===== config.mk =====
export PLATFORM = sky130hd
export DESIGN_NAME = utopia_phy_tx
export DESIGN_NICKNAME = d
export VERILOG_FILES = /design/src/rtl/utopia_phy_tx.sv
export SDC_FILE = /design/constraint.sdc
export NUM_CORES = 2
export LEC_CHECK = 0
export BUFFER_PORTS_ARGS = -buffer_cell sky130_fd_sc_hd__clkbuf_2
export CAP_MARGIN = 5
export CORE_ASPECT_RATIO = 1.1
export CORE_MARGIN = 5
export CORE_UTILIZATION = 60
export CTS_CLUSTER_SIZE = 8
export DETAILED_ROUTE_END_ITERATION = 16
export PLACE_DENSITY = 0.76
export SYNTH_ARGS = -nofsm -noshare
export SYNTH_HDL_FRONTEND = slang
export SYNTH_SLANG_ARGS = --single-unit

===== constraint.sdc =====
create_clock -name clk -period 4.55 [get_ports clk]
set_clock_uncertainty 0.15 [all_clocks]
set_input_delay 0.455 -clock clk [delete_from_list [all_inputs] [get_ports clk]]
set_output_delay 0.455 -clock clk [all_outputs]
set_load 0.05 [all_outputs]

===== src/rtl/utopia_phy_tx.sv =====
// UTOPIA Level 1 PHY-side cell source: buffers 52-byte host cells, inserts the HEC,
// and plays 53-byte cells to the ATM layer under its active-low read enable.
module utopia_phy_tx #(
  parameter int NumCells = 4,
  parameter int HecEn    = 1,
  parameter int CntW     = 16
) (
  input  logic            clk,
  input  logic            rst,
  input  logic            wr_en,
  input  logic            wr_sop,
  input  logic [7:0]      wr_data,
  output logic            wr_full,
  output logic            wr_err,
  output logic [7:0]      data,
  output logic            soc,
  input  logic            en,
  output logic            clav,
  output logic [CntW-1:0] cells_sent,
  output logic [CntW-1:0] cells_dropped,
  output logic            rd_state
);

  localparam int SlotW = $clog2(NumCells);
  localparam int CntBW = $clog2(NumCells) + 1;

  typedef enum logic {S_IDLE = 1'b0, S_SEND = 1'b1} rd_state_e;

  logic [7:0]       mem_q [NumCells][53];
  logic [SlotW-1:0] wr_slot_q, wr_slot_d;
  logic [SlotW-1:0] rd_slot_q, rd_slot_d;
  logic [5:0]       wc_q, wc_d;
  logic [5:0]       rb_q, rb_d;
  logic [7:0]       hec_q, hec_d;
  logic [CntBW-1:0] cnt_q, cnt_d;
  logic [CntW-1:0]  sent_q, sent_d;
  logic [CntW-1:0]  dropped_q, dropped_d;
  logic             err_q, err_d;
  rd_state_e        state_q, state_d;

  logic       full, accept, start, wr_byte, abort, commit, free;
  logic [5:0] byte_idx, wr_off;
  logic [7:0] crc_next, hec_byte;

  function automatic logic [7:0] crc8(input logic [7:0] c, input logic [7:0] d);
    logic [7:0] r;
    r = c;
    for (int i = 7; i >= 0; i--) begin
      r = {r[6:0], 1'b0} ^ ((r[7] ^ d[i]) ? 8'h07 : 8'h00);
    end
    return r;
  endfunction

  // Write side: wc_q is the index of the next expected byte; zero means no cell in progress.
  always_comb begin
    full      = (cnt_q == CntBW'(NumCells));
    accept    = wr_en && !full;
    start     = accept && wr_sop;
    wr_byte   = start || (accept && (wc_q != 6'd0));
    byte_idx  = start ? 6'd0 : wc_q;
    abort     = start && (wc_q != 6'd0);
    commit    = wr_byte && (byte_idx == 6'd51);
    wr_off    = (byte_idx < 6'd4) ? byte_idx : byte_idx + 6'd1;
    crc_next  = crc8((byte_idx == 6'd0) ? 8'h00 : hec_q, wr_data);
    hec_byte  = (HecEn != 0) ? (crc_next ^ 8'h55) : 8'h00;
    wc_d      = wc_q;
    hec_d     = hec_q;
    wr_slot_d = wr_slot_q;
    if (wr_byte) begin
      wc_d = commit ? 6'd0 : byte_idx + 6'd1;
      if (byte_idx < 6'd4) hec_d = crc_next;
      if (commit) wr_slot_d = wr_slot_q + 1'b1;
    end
    err_d     = abort || (wr_en && full);
    dropped_d = (abort || (wr_en && wr_sop && full)) ? dropped_q + CntW'(1) : dropped_q;
  end

  // Read handshake: while a cell is presented, every rising edge with en=0 consumes the
  // current byte; en=1 holds data/soc. In IDLE, en=0 with a buffered cell starts a cell.
  always_comb begin
    state_d   = state_q;
    rb_d      = rb_q;
    rd_slot_d = rd_slot_q;
    free      = 1'b0;
    case (state_q)
      S_IDLE: begin
        if (!en && (cnt_q != '0)) begin
          state_d = S_SEND;
          rb_d    = 6'd0;
        end
      end
      S_SEND: begin
        if (!en) begin
          if (rb_q == 6'd52) begin
            free      = 1'b1;
            rb_d      = 6'd0;
            rd_slot_d = rd_slot_q + 1'b1;
            if (!((cnt_q >= CntBW'(2)) || commit)) state_d = S_IDLE;
          end else begin
            rb_d = rb_q + 6'd1;
          end
        end
      end
      default: state_d = S_IDLE;
    endcase
    cnt_d  = cnt_q;
    if (commit && !free) cnt_d = cnt_q + CntBW'(1);
    if (free && !commit) cnt_d = cnt_q - CntBW'(1);
    sent_d = free ? sent_q + CntW'(1) : sent_q;
  end

  always_ff @(posedge clk or negedge rst) begin
    if (!rst) begin
      state_q   <= S_IDLE;
      rb_q      <= 6'd0;
      rd_slot_q <= '0;
      wr_slot_q <= '0;
      wc_q      <= 6'd0;
      hec_q     <= 8'h00;
      cnt_q     <= '0;
      sent_q    <= '0;
      dropped_q <= '0;
      err_q     <= 1'b0;
    end else begin
      state_q   <= state_d;
      rb_q      <= rb_d;
      rd_slot_q <= rd_slot_d;
      wr_slot_q <= wr_slot_d;
      wc_q      <= wc_d;
      hec_q     <= hec_d;
      cnt_q     <= cnt_d;
      sent_q    <= sent_d;
      dropped_q <= dropped_d;
      err_q     <= err_d;
    end
  end

  // Cell storage is not reset; stale bytes are unreachable once the pointers clear.
  always_ff @(posedge clk) begin
    if (wr_byte) begin
      mem_q[wr_slot_q][wr_off] <= wr_data;
      if (byte_idx == 6'd3) mem_q[wr_slot_q][4] <= hec_byte;
    end
  end

  assign data          = (state_q == S_SEND) ? mem_q[rd_slot_q][rb_q] : 8'h00;
  assign soc           = (state_q == S_SEND) && (rb_q == 6'd0);
  assign clav          = (state_q == S_SEND) ? (cnt_q >= CntBW'(2)) : (cnt_q != '0);
  assign wr_full       = full;
  assign wr_err        = err_q;
  assign cells_sent    = sent_q;
  assign cells_dropped = dropped_q;
  assign rd_state      = state_q;

endmodule

==> results.toml <==
[sta]
final.setup.tns_ns = -0.640
min_period_ns = 4.71
fmax_mhz = 212
finalWorstSetupSlack_ns = -0.158
drv_slew = 0
rsz0062_at_grt = "yes"
min_period_over_period_pct = 103
finalHoldViolations = 0
max_slew_margin_pct = 0.791
tightest_slew_ns = 1.49
setup_viol = 7

[logic_synthesis]
synth.most_common_cell = "edfxtp_1"
synth_area_leader_cell = "edfxtp_1"
synthTopCellsByCount = "edfxtp_1, mux4_2, mux2i_1, nor2_1, nand2_1"
synth_edf_count = 1696
yosysTopAreaCellShare_pct = 73.1
async_reset_ff_share_pct = 3.47
synth_area_leaders = "edfxtp_1, mux4_2, mux2i_1"
synth_cell_types = 70
yosys_register_bits = 1757
yosys_warnings = 0
synth_area_sq_mm = 0.0697
syn_nets = 3517
synthCells = 3493
ys_seq_area_share_pct = 75.3
avgSynthCellArea_sq_um = 19.9
synth_top_flop_cell = "edfxtp_1"

[final_layout]
final_nets = 4037
layout-drive-gt1-share_pct = 29.2
areaGrowthSynthToFinish_pct = 17.5
final_cells = 5607
utilization_pct = 70.7

[critical_path]
crit_path_end_kind = "output pin"
regToRegSetupSlack_ns = 0.29
worstRegToRegCells = 12
r2r-start = "cnt_q[2]"
crit_end = "data[7]"
crit_start = "rd_slot_q[0]"
path_max_fanout = 8
arrival_ns = 4.10
rr_endpoint = "mem_q[1][422]"
critPathKind = "reg2out"
cp.required_ns = 3.94
startpoint_type = "flop"

[cts]
root_buffer = "clkbuf_16"
clock-sinks = 1757
cts_tree = "built"
h-tree-depth = 4
clk_latency_ns = 0.82
cts.clk_slew.worst_paths_ns = 0.05
cts_buffer_depth = 3
cts_made_buffers = 237

[placement]
dp_hpwl_um = 110000
portBuffers = 57
dp_slack_ns = 0.165
gp_congestion = 0.907
place_inst = 5245

[drt]
first_iter_violations = 6254
ant_nets = 0
routed-via-count = 38600
first_pass_iters = 7
wl_per_cell_um = 33.6
wl_um = 188000
drc_errors = 0
via_per_inst = 6.88

[power_and_ir_drop]
p_leak_nw = 27.0
total_power_w = 0.0395
powerDensity_mw_per_mm2 = 483
max-vdd-ir-drop_mv = 0.458

[floorplan]
die_h_um = 367
die_area_sq_mm = 0.123
die_w_um = 335
pin_count = 58
core_sq_mm = 0.116
start_util_pct = 60.2
rows = 131

[run_status]
status = "complete, but fails checks"
violations = "setup timing"

[global_routing]
grt_pass1_vias = 38900
grt_max_degree = 182
grt.total_usage_pct = 30.7
antenna_found_initial = 4
grt_pass1_wl_um = 272000
grt_overflow_total = 0

[worst_hold_path]
hold_class = "in2reg"

[job]
drv_cap = 0
placed cells by master (no fill, tap or decap), drive strengths merged, types with 52 or more instances in the layout:
cell,netlist,routed
and3,59,59
edfxtp,1696,1696
dfrtp,61,61
nand2,155,155
o21ai,52,52
clkbuf,69,335
nor2,203,203
a21oi,63,63
mux4,371,371
mux2i,208,208
buf,131,418
sequential cells by signal, summed over array words and instances, names as in the netlist:
signal,cells
mem_q,1696
cells_sent,16
wr_err,1
rd_state,1
rb_q,6
rd_slot_q,2
cells_dropped,16
wr_slot_q,2
cnt_q,3
hec_q,8
wc_q,6
critical path: stages (launching register included):
cell       delay [ns]
dfrtp_4          0.56
buf_8            0.17
buf_12           0.14
buf_8            0.11
mux4_2           0.50
mux4_2           0.55
mux2_4           0.32
a22oi_2          0.20
a211o_1          0.24
o31ai_1          0.10
buf_4            0.20
clkbuf_16        0.17
routing by layer:
layer	global-route usage, %	share of wire (%)
met1	42.5	35
met2	47.1	47
met3	8.18	13
met4	13.5	5.1
met5	0	0.0069
worst min-delay path by stage:
stage	from	endpoint	slack, ns	cells past startpoint
floorplan	rst	cells_dropped[0]	0.009	0
finish	wr_sop	wc_q[1]	0.09	4
global placement	cells_sent[15]	cells_sent[15]	0.31	1
global route	wr_sop	wc_q[3]	0.09	3
CTS	wr_sop	wc_q[1]	0.03	4
detailed placement	cells_sent[15]	cells_sent[15]	0.32	1
cell families (layout without fill, tap and decap cells):
group / Yosys count / after routing / share of synthesized area (%)
multiplexers: 594 / 594 / 15.3
adder cells (fa/ha/maj): 11 / 11 / 0.208
XOR/XNOR: 72 / 72 / 0.905
AND/OR/NAND/NOR: 527 / 527 / 3.45
other: 0 / 1 / 0
flip-flops: 1757 / 1757 / 75.3
AO/OA/AOI/OAI: 314 / 314 / 3.07
buffers and inverters: 218 / 802 / 1.79
report_power, final:
group	switching [W]	total (W)	internal, W
combinational	0.00384	0.00570	0.00186
clock	0.00635	0.0156	0.00929
sequential	0.000185	0.0182	0.0180
total	0.0104	0.0395	0.0292
per-stage QoR:
| step | area (sq um) | hold slack (ns) |
|---|---|---|
| 2_1_floorplan | 69700 | 0.00941 |
| 3_3_place_gp | 74100 | 0.315 |
| 3_5_place_dp | 74100 | 0.315 |
| 4_1_cts | 81500 | 0.0306 |
| 5_1_grt | 81800 | 0.0891 |
| 6_report | 81800 | 0.0876 |
layout make-up:
| class | instances | area [sq um] |
|---|---|---|
| fillers | 6680 | 33900 |
| well taps | 1529 | 1910 |
| flip-flops and latches | 1757 | 52500 |
| multi-input cells | 1518 | 16400 |
| inverters | 18 | 72.6 |
| clock buffers | 288 | 6140 |
| repair buffers | 481 | 4510 |
| diodes | 1 | 2.50 |
| clock inverters | 15 | 268 |
repair_timing:
action	4_1_cts	5_1_grt
gates resized for setup	104	27
hold buffers	13	0
hold endpoints to repair	339	0
setup endpoints to repair	8	177
buffers inserted	23	19
pin swaps	17	15
cloned	6	3
Note: power is estimated with default switching activity, not from simulation.
